`config.mk`:
```
export PLATFORM = sky130hd
export DESIGN_NAME = td_window_reader
export DESIGN_NICKNAME = d
export VERILOG_FILES = /design/src/rtl/td_window_reader.sv
export SDC_FILE = /design/constraint.sdc
export NUM_CORES = 1
export LEC_CHECK = 0
export BUFFER_PORTS_ARGS = -buffer_cell sky130_fd_sc_hd__buf_4
export CORE_ASPECT_RATIO = 1.1
export CORE_MARGIN = 1
export CORE_UTILIZATION = 60
export CTS_BUF_LIST = sky130_fd_sc_hd__clkbuf_4
export CTS_CLUSTER_SIZE = 16
export DETAILED_ROUTE_END_ITERATION = 10
export GPL_TIMING_DRIVEN = 0
export PLACE_DENSITY = 0.91
export REMOVE_ABC_BUFFERS = 1
export SYNTH_ARGS = -nofsm -noshare
export SYNTH_HDL_FRONTEND = slang
export SYNTH_SLANG_ARGS = --single-unit
```
`constraint.sdc`:
```
create_clock -name clk -period 4.7 [get_ports clk]
set_clock_uncertainty 0.2 [all_clocks]
set_input_delay 0.47 -clock clk [delete_from_list [all_inputs] [get_ports clk]]
set_output_delay 0.47 -clock clk [all_outputs]
set_load 0.01 [all_outputs]
```
`src/rtl/td_window_reader.sv`:
```
// td_window_reader
//   Read-side companion to the time-domain circular sample buffer. The block
//   starts on each new-sample strobe. It reads the most recent WIN samples from
//   RAM port B, oldest to newest, wrapping at DEPTH-1. It streams them out on a
//   valid/ready handshake. When the pass finishes it reports the signed max and
//   min of the window.
//
// Ports
//   clk, reset        system clock; synchronous active-high reset
//   start, wr_ptr     new-sample strobe and the writer's next-write index
//   rd_addr, rd_data  RAM port B (data arrives one cycle after address)
//   out_sample/out_valid/out_ready/out_last  sample stream, last = newest
//   win_max, win_min, stats_valid            window statistics + update pulse
//   busy, overrun     pass in progress; sticky ignored-start flag
module td_window_reader #(
  parameter int unsigned DEPTH = 1503,
  parameter int unsigned WIN   = 1500,
  parameter int unsigned AW    = 11,
  parameter int unsigned DW    = 22
) (
  input  logic          clk,
  input  logic          reset,
  input  logic          start,
  input  logic [11:0]   wr_ptr,
  output logic [AW-1:0] rd_addr,
  input  logic [DW-1:0] rd_data,
  output logic [DW-1:0] out_sample,
  output logic          out_valid,
  input  logic          out_ready,
  output logic          out_last,
  output logic [DW-1:0] win_max,
  output logic [DW-1:0] win_min,
  output logic          stats_valid,
  output logic          busy,
  output logic          overrun
);

  localparam int unsigned CW = $clog2(WIN + 1);

  typedef enum logic [2:0] {
    S_IDLE,
    S_WAIT_A,
    S_WAIT_B,
    S_ISSUE,
    S_CAPTURE,
    S_PRESENT,
    S_DONE
  } state_t;

  state_t r_state, w_next;

  logic [AW-1:0]        r_ptr;
  logic [AW-1:0]        r_addr;
  logic [CW-1:0]        r_cnt;
  logic [DW-1:0]        r_sample;
  logic [DW-1:0]        r_run_max;
  logic [DW-1:0]        r_run_min;
  logic [DW-1:0]        r_win_max;
  logic [DW-1:0]        r_win_min;
  logic                 r_overrun;

  logic [12:0]          w_base_sum;
  logic [AW-1:0]        w_base;
  logic                 w_start_ok;
  logic                 w_last_cnt;
  logic                 w_hs;
  logic signed [DW-1:0] w_s;
  logic [DW-1:0]        w_new_max;
  logic [DW-1:0]        w_new_min;

  // wr_ptr < DEPTH, so the sum is below 2*DEPTH and one conditional subtract
  // gives the modulo.
  always_comb begin
    w_base_sum = {1'b0, wr_ptr} + 13'(DEPTH - WIN);
    w_base     = (w_base_sum >= 13'(DEPTH)) ? AW'(w_base_sum - 13'(DEPTH))
                                            : AW'(w_base_sum);
  end

  assign w_start_ok = start && (r_state == S_IDLE) && ({1'b0, wr_ptr} < 13'(DEPTH));
  assign w_last_cnt = (r_cnt == CW'(WIN - 1));
  assign w_hs       = (r_state == S_PRESENT) && out_ready;

  // The first accepted sample seeds the running extremes (r_cnt == 0).
  always_comb begin
    w_s       = $signed(r_sample);
    w_new_max = ((r_cnt == '0) || (w_s > $signed(r_run_max))) ? r_sample : r_run_max;
    w_new_min = ((r_cnt == '0) || (w_s < $signed(r_run_min))) ? r_sample : r_run_min;
  end

  always_ff @(posedge clk) begin
    if (reset) r_state <= S_IDLE;
    else       r_state <= w_next;
  end

  always_comb begin
    w_next = r_state;
    case (r_state)
      S_IDLE:    if (w_start_ok) w_next = S_WAIT_A;
      S_WAIT_A:  w_next = S_WAIT_B;
      S_WAIT_B:  w_next = S_ISSUE;
      S_ISSUE:   w_next = S_CAPTURE;
      S_CAPTURE: w_next = S_PRESENT;
      S_PRESENT: if (out_ready) w_next = w_last_cnt ? S_DONE : S_ISSUE;
      S_DONE:    w_next = S_IDLE;
      default:   w_next = S_IDLE;
    endcase
  end

  always_ff @(posedge clk) begin
    if (reset) begin
      r_ptr     <= '0;
      r_addr    <= '0;
      r_cnt     <= '0;
      r_sample  <= '0;
      r_run_max <= '0;
      r_run_min <= '0;
      r_win_max <= '0;
      r_win_min <= '0;
      r_overrun <= 1'b0;
    end else begin
      if (w_start_ok) begin
        r_ptr <= w_base;
        r_cnt <= '0;
      end
      // Covers both a start during a pass (including DONE) and an out-of-range wr_ptr.
      if (start && !w_start_ok) r_overrun <= 1'b1;
      if (r_state == S_ISSUE)   r_addr    <= r_ptr;
      if (r_state == S_CAPTURE) r_sample  <= rd_data;
      if (w_hs) begin
        r_run_max <= w_new_max;
        r_run_min <= w_new_min;
        r_ptr     <= (r_ptr == AW'(DEPTH - 1)) ? '0 : r_ptr + 1'b1;
        r_cnt     <= r_cnt + 1'b1;
        // The window results are published on the final handshake so that they
        // are already valid in the DONE cycle, alongside stats_valid.
        if (w_last_cnt) begin
          r_win_max <= w_new_max;
          r_win_min <= w_new_min;
        end
      end
    end
  end

  // The held address is only refreshed at the end of ISSUE, so the port is
  // driven directly from r_ptr during ISSUE.
  assign rd_addr     = (r_state == S_ISSUE) ? r_ptr : r_addr;
  assign out_sample  = r_sample;
  assign out_valid   = (r_state == S_PRESENT);
  assign out_last    = (r_state == S_PRESENT) && w_last_cnt;
  assign win_max     = r_win_max;
  assign win_min     = r_win_min;
  assign stats_valid = (r_state == S_DONE);
  assign busy        = (r_state != S_IDLE);
  assign overrun     = r_overrun;

endmodule

```
Word-level counts from Yosys, hierarchy flattened
Index checks and enable logic that the tools add are counted.

Flip-flop bits (word level): 147. Bits in latches: 0. RAM bits: 0. Memory bits (read-only): 0. Input bits: 38. Output and inout bits: 82. Word-level logic and storage cells: 55. Memories: 0.

$add $sub $neg: 4. $mul: 0. Divide/modulo/power cells: 0. Order comparisons: 4. Equal/unequal tests: 10. Shifts and indexed selects: 0. Muxes and demuxes: 13. Bitwise operators: 0. Reduce and logical (&&, ||, !) cells: 14.

Operators by type and width (count): 2-to-1 mux 11 bit (7); 2-to-1 mux 22 bit (2); adder 11 x 1 -> 11 bit, second input constant (2); equality test 11 bit, second input constant (2); greater-than comparator 22 bit (1); < comparator 22 bit (1); case mux 3 bit (6 select lines) (1); adder 12 x 2 -> 13 bit, second input constant (1); >= comparator 13 x 11 -> 1 bit, second input constant (1); < comparator 12 x 11 -> 1 bit, second input constant (1); logical NOT 11 bit (1); subtractor 11 bit, second input constant (1); equality test 3 bit, second input constant (3); 2-to-1 mux 3 bit (3); equality test 3 x 2 -> 1 bit, second input constant (2); logical AND 1 bit (5); AND reduction 2 bit (2); equality test 3 x 1 -> 1 bit, second input constant (1); logical NOT 3 bit (1); nonzero test 3 bit (1); logical OR 1 bit (2); inequality test 2 x 1 -> 1 bit, second input constant (1); inequality test 2 bit, second input constant (1); nonzero test 2 bit (1); logical NOT 1 bit (1).

Logic depth before layout (Yosys ltp)
Depth in word-level cells: 5. Gate-level depth with buffers: 11. Mapped depth without buffers: 10.

Least setup slack after synthesis
No wires, ideal clock.

Path type: input-to-reg. Start point: in wr_ptr[0]. End point: reg r_ptr[7]. Setup time: 0.091 ns. Arrival time: 2.951 ns. Data required time: 4.409 ns. Slack: 1.458 ns. Stages on the path: 10. Buffers on the path: 1. Path through: buf_4 -> inv_1 -> ha_1 -> or4b_1 -> o311a_2 -> o41ai_4 -> a32oi_2 -> o21a_2 -> or4_1 -> a311oi_1.

Word-level cells in the longest chain between the ends: 5. Elaborated cells between the ends (all ways): 9. Those cells by class: add/sub (2); order compare (2); mux (3); reduce/logical (2).

Ends and longest elaborated chain: start, declared (line 24) `input logic [11:0] wr_ptr,`; adder 12 x 2 -> 13 bit (line 74) `w_base_sum = {1'b0, wr_ptr} + 13'(DEPTH - WIN);`; subtractor 11 bit or >= comparator 13 x 11 -> 1 bit (tied branches) (line 75) `w_base = (w_base_sum >= 13'(DEPTH)) ? AW'(w_base_sum - 13'(DEPTH))`; 2-to-1 mux 11 bit (line 75); 2-to-1 mux 11 bit (line 121) `if (w_start_ok) begin`; 2-to-1 mux 11 bit (line 129) `if (w_hs) begin`; end signal, assigned (line 122) `r_ptr <= w_base;`; end signal, assigned (line 132) `r_ptr <= (r_ptr == AW'(DEPTH - 1)) ? '0 : r_ptr + 1'b1;`; end, declared (line 52) `logic [AW-1:0] r_ptr;`.

Parallel ways exist; a longest one is shown, timed or not. The select of a mux whose other input is x is not followed. A chain may end at the register's enable or synchronous reset.

Worst setup path after layout
Start point: reg r_sample[9], in the netlist out_sample[9]. End point: reg r_run_min[9].

Word-level cells in the longest chain between the ends: 3.

Ends and longest elaborated chain: start, declared (line 55) `logic [DW-1:0] r_sample;`; start signal, assigned (line 128) `if (r_state == S_CAPTURE) r_sample <= rd_data;`; < comparator 22 bit (line 87) `w_new_min = ((r_cnt == '0) || (w_s < $signed(r_run_min))) ? r_sample : r_run_min;`; logical OR 1 bit (line 87); 2-to-1 mux 22 bit * (line 87); end signal, assigned (line 131) `r_run_min <= w_new_min;`; end, declared (line 57) `logic [DW-1:0] r_run_min;`.

Every way passes the cells marked *; elsewhere a longest branch is shown, timed or not.

==> impl_metrics.json <==
{
  "nets": 1201,
  "cpMaxStageDelayCell": "mux2_2",
  "clkPwrFrac_pct": 33.6,
  "clk_latency_ps": 570,
  "tightestPinTransition_ps": 1250,
  "cp-start-kind": "flip-flop",
  "rsz0062_at_grt": "false",
  "cts_tree": "built",
  "synthCells": 1004,
  "reg2reg_depth": 9,
  "numPortBuffers": 119,
  "vias": 7675,
  "final_area_um2": 9700,
  "cts.reportedPaths.clkPinSlew_ps": 130,
  "gp_congestion": 0.928,
  "fillCellCount": 925,
  "drtIter0Drc": 624,
  "finalSetupViolations": 0,
  "holdPathStages": 3,
  "min_period_over_period_pct": 88.8,
  "rows": 44,
  "fp.dieH_um": 124,
  "switching_share_pct": 27.7,
  "yosysWarnings": 0,
  "worstSetupEndpointType": "flip-flop",
  "antenna_found_initial": 0,
  "r2r_start": "out_sample[9]",
  "grt_pass1_vias": 7074,
  "combPwrFrac_pct": 15.3,
  "grt_pass1_wl_mm": 33.4,
  "cp.required_ps": 4970,
  "dp.cells": 1227,
  "synth_edf_count": 0,
  "mappedNetlistArea_um2": 8130,
  "seq_area_frac_synth_pct": 36.2,
  "drc": 0,
  "grt.overflow.total": 0,
  "dieWidth_um": 113,
  "p_switching_uw": 712,
  "setup_slack_ps": 525,
  "hp-start": "wr_ptr[7]",
  "synth.distinct_cells": 62,
  "clockBufferDepth": 2,
  "p_seq_share_pct": 51.2,
  "fin_crit_ps": 4170,
  "r2r-end": "r_run_min[9]",
  "path_buf_inv": 0,
  "status": "finished, final reports clean",
  "wl_per_cell_um": 16.4,
  "fin_util_pct": 73.4,
  "ys_ff_latch": 147,
  "postPlaceCellArea_um2": 9080,
  "slew_violations": 0,
  "syn_area_per_cell_um2": 8.10,
  "grt_max_degree": 171,
  "layoutNonFillerInstCount": 1286,
  "pre_cts_ws_ps": 263,
  "pin_count": 120,
  "crit_chain": "ha_1, a211oi_1, o21ai_0, o211ai_1, a21oi_1, nor4_1, mux2_2, nand2_2, mux2i_1",
  "ys.flop_type": "dfxtp_1",
  "via_per_inst": 5.97,
  "dpl.hpwl_mm": 13.8,
  "p_per_area_nw_per_um2": 265,
  "hold_viol_final": 0,
  "critPathMaxStageDelay_ps": 800,
  "hold_class": "in -> reg",
  "dieArea_um2": 14000,
  "drt_wl_total_mm": 21.1,
  "cts_root_buf": "clkbuf_4",
  "core_um2": 13200,
  "path_delay_family": "multiplexers",
  "vdd_ir_drop_max_uv": 138,
  "path_max_fanout": 23,
  "start_util_pct": 61.5,
  "synthToLayoutAreaGrowth_pct": 19.3,
  "diodes": 0,
  "slew_headroom_pct": 16.9,
  "cts_buffers": 17,
  "critPathKind": "reg -> reg",
  "drive_above_1_share_pct": 15.6,
  "cts_sinks": 147,
  "whs_ps": 58.6,
  "drv_cap": 0,
  "drtPass1Iterations": 5,
  "ant_nets": 0,
  "grt_usage_pct": 30.1,
  "p_int_uw": 1860,
  "hold_end": "r_ptr[7]",
  "p_leak_uw": 0.00407,
  "ys_async_sr_fraction_pct": 0,
  "fmax_mhz": 240,
  "cp.arrival_ps": 4450,
  "cts_max_level": 4,
  "r2r_slack_ps": 530
}
-- per-stage QoR --
step | total power [uW] | setup TNS, ps
after floorplan | 1550 | -316
after global placement | 1690 | -78440
after detailed placement | 1700 | 0
after CTS | 2560 | 0
after global routing | 2680 | 0
final | 2570 | 0
-- worst max-delay path by stage --
stage                  start            end  depth (start not counted)  slack [ps]
6_report       out_sample[9]   r_run_min[9]                          9         530
3_3_place_gp      r_state[2]    win_min[19]                          6       -1830
2_1_floorplan     r_state[2]     win_min[0]                          6         -10
4_1_cts        out_sample[9]  r_run_min[10]                          9         230
3_5_place_dp   out_sample[9]  r_run_min[10]                          9         260
5_1_grt        out_sample[9]   r_run_min[9]                          9         390
-- sequential cells by signal, indices dropped and copies added (netlist names) --
name        cells
r_state         3
win_max        22
r_addr         11
r_run_min      22
r_run_max      22
overrun         1
r_cnt          11
win_min        22
out_sample     22
r_ptr          11
-- cells in the final DEF, fill, tap and decap left out, drive strengths merged, types with 3 or more instances in the layout --
| cell | Yosys | layout |
|---|---|---|
| a211oi | 30 | 30 |
| a21o | 5 | 5 |
| a21oi | 74 | 74 |
| a311oi | 5 | 5 |
| a31oi | 27 | 27 |
| and2 | 6 | 6 |
| and3 | 3 | 3 |
| buf | 11 | 125 |
| bufinv | 0 | 4 |
| clkbuf | 50 | 18 |
| clkinv | 0 | 8 |
| dfxtp | 147 | 147 |
| dlygate4sd3 | 0 | 25 |
| ha | 51 | 51 |
| inv | 55 | 55 |
| mux2 | 12 | 12 |
| mux2i | 46 | 46 |
| nand2 | 155 | 155 |
| nand2b | 53 | 53 |
| nand3 | 21 | 21 |
| nand3b | 3 | 3 |
| nand4 | 12 | 12 |
| nor2 | 60 | 60 |
| nor2b | 17 | 17 |
| nor3 | 13 | 13 |
| o211ai | 5 | 5 |
| o21a | 7 | 7 |
| o21ai | 51 | 51 |
| o21bai | 22 | 22 |
| o221ai | 3 | 3 |
| o22ai | 5 | 5 |
| o31a | 3 | 3 |
| o32ai | 3 | 3 |
| or3 | 3 | 3 |
| xnor2 | 13 | 13 |
| xor2 | 6 | 6 |
-- cells in the mapped netlist, types with 6 or more instances --
cell	instances	area share, %
nand2_1	155	7.2
dfxtp_1	147	36
a21oi_1	74	4.6
nor2_1	60	2.8
inv_1	55	2.5
nand2b_1	53	4.1
ha_1	51	7.8
o21ai_0	51	3.1
clkbuf_1	50	2.3
mux2i_1	46	5.7
a211oi_1	30	2.8
a31oi_1	27	2.1
o21bai_1	22	2.0
nand3_1	21	1.3
nor2b_1	17	1.3
nor3_1	13	0.80
xnor2_1	13	1.4
mux2_2	12	1.7
nand4_1	12	0.92
o21a_1	6	0.55
-- worst register-to-register path, stage by stage (launching register included) --
cell and delay, ps:
dfxtp_1 550, ha_1 320, a211oi_1 290, o21ai_0 170, o211ai_1 120, a21oi_1 140
nor4_1 390, mux2_2 800, nand2_2 700, mux2i_1 410
-- area by class of cell --
type                            count  area (um^2)  share of cell area [%]
Multi-Input combinational cell    741         4760                    49.1
Sequential cell                   147         2940                    30.4
Timing Repair Buffer              150         1280                    13.2
Inverter                           55          206                    2.13
Tap cell                          161          201                    2.08
Clock inverter                     14          168                    1.73
Clock buffer                       18          135                    1.39
-- routing by layer --
| metal | up-vias | track usage [%] | share of wire (%) |
|---|---|---|---|
| met3 | 69 | 6.42 | 5.5 |
| met5 | - | 0 | 0 |
| met2 | 279 | 54.5 | 51 |
| met1 | 3604 | 32.7 | 40 |
| met4 | 0 | 17.3 | 3.5 |
| li1 | 3723 | - | - |
-- power by group through the flow --
stage               sequential, uW  clock, uW  combinational, uW
floorplan                     1330          0                215
global placement              1340          0                346
detailed placement            1340          0                362
CTS                           1310        865                383
global route                  1320        929                425
finish                        1320        863                392
-- logic make-up (layout without fill, tap and decap cells) --
family	after synthesis	count (layout)	share of synthesized area, %
AO/OA/AOI/OAI	254	254	19.9
XOR/XNOR	19	19	2.14
adder cells (fa/ha/maj)	51	51	7.85
buffers and inverters	116	237	5.57
flip-flops	147	147	36.2
multiplexers	58	58	7.33
AND/OR/NAND/NOR	359	359	21.0
-- repair_timing --
| item | 4_1_cts | 5_1_grt |
|---|---|---|
| setup buffers | 0 | 0 |
| hold endpoints to repair | 24 | 1 |
| hold buffers | 24 | 1 |
| gates resized for setup | 0 | 1 |
| endpoints found under the setup margin | 0 | 13 |
Power figures use the tool's default switching activity.
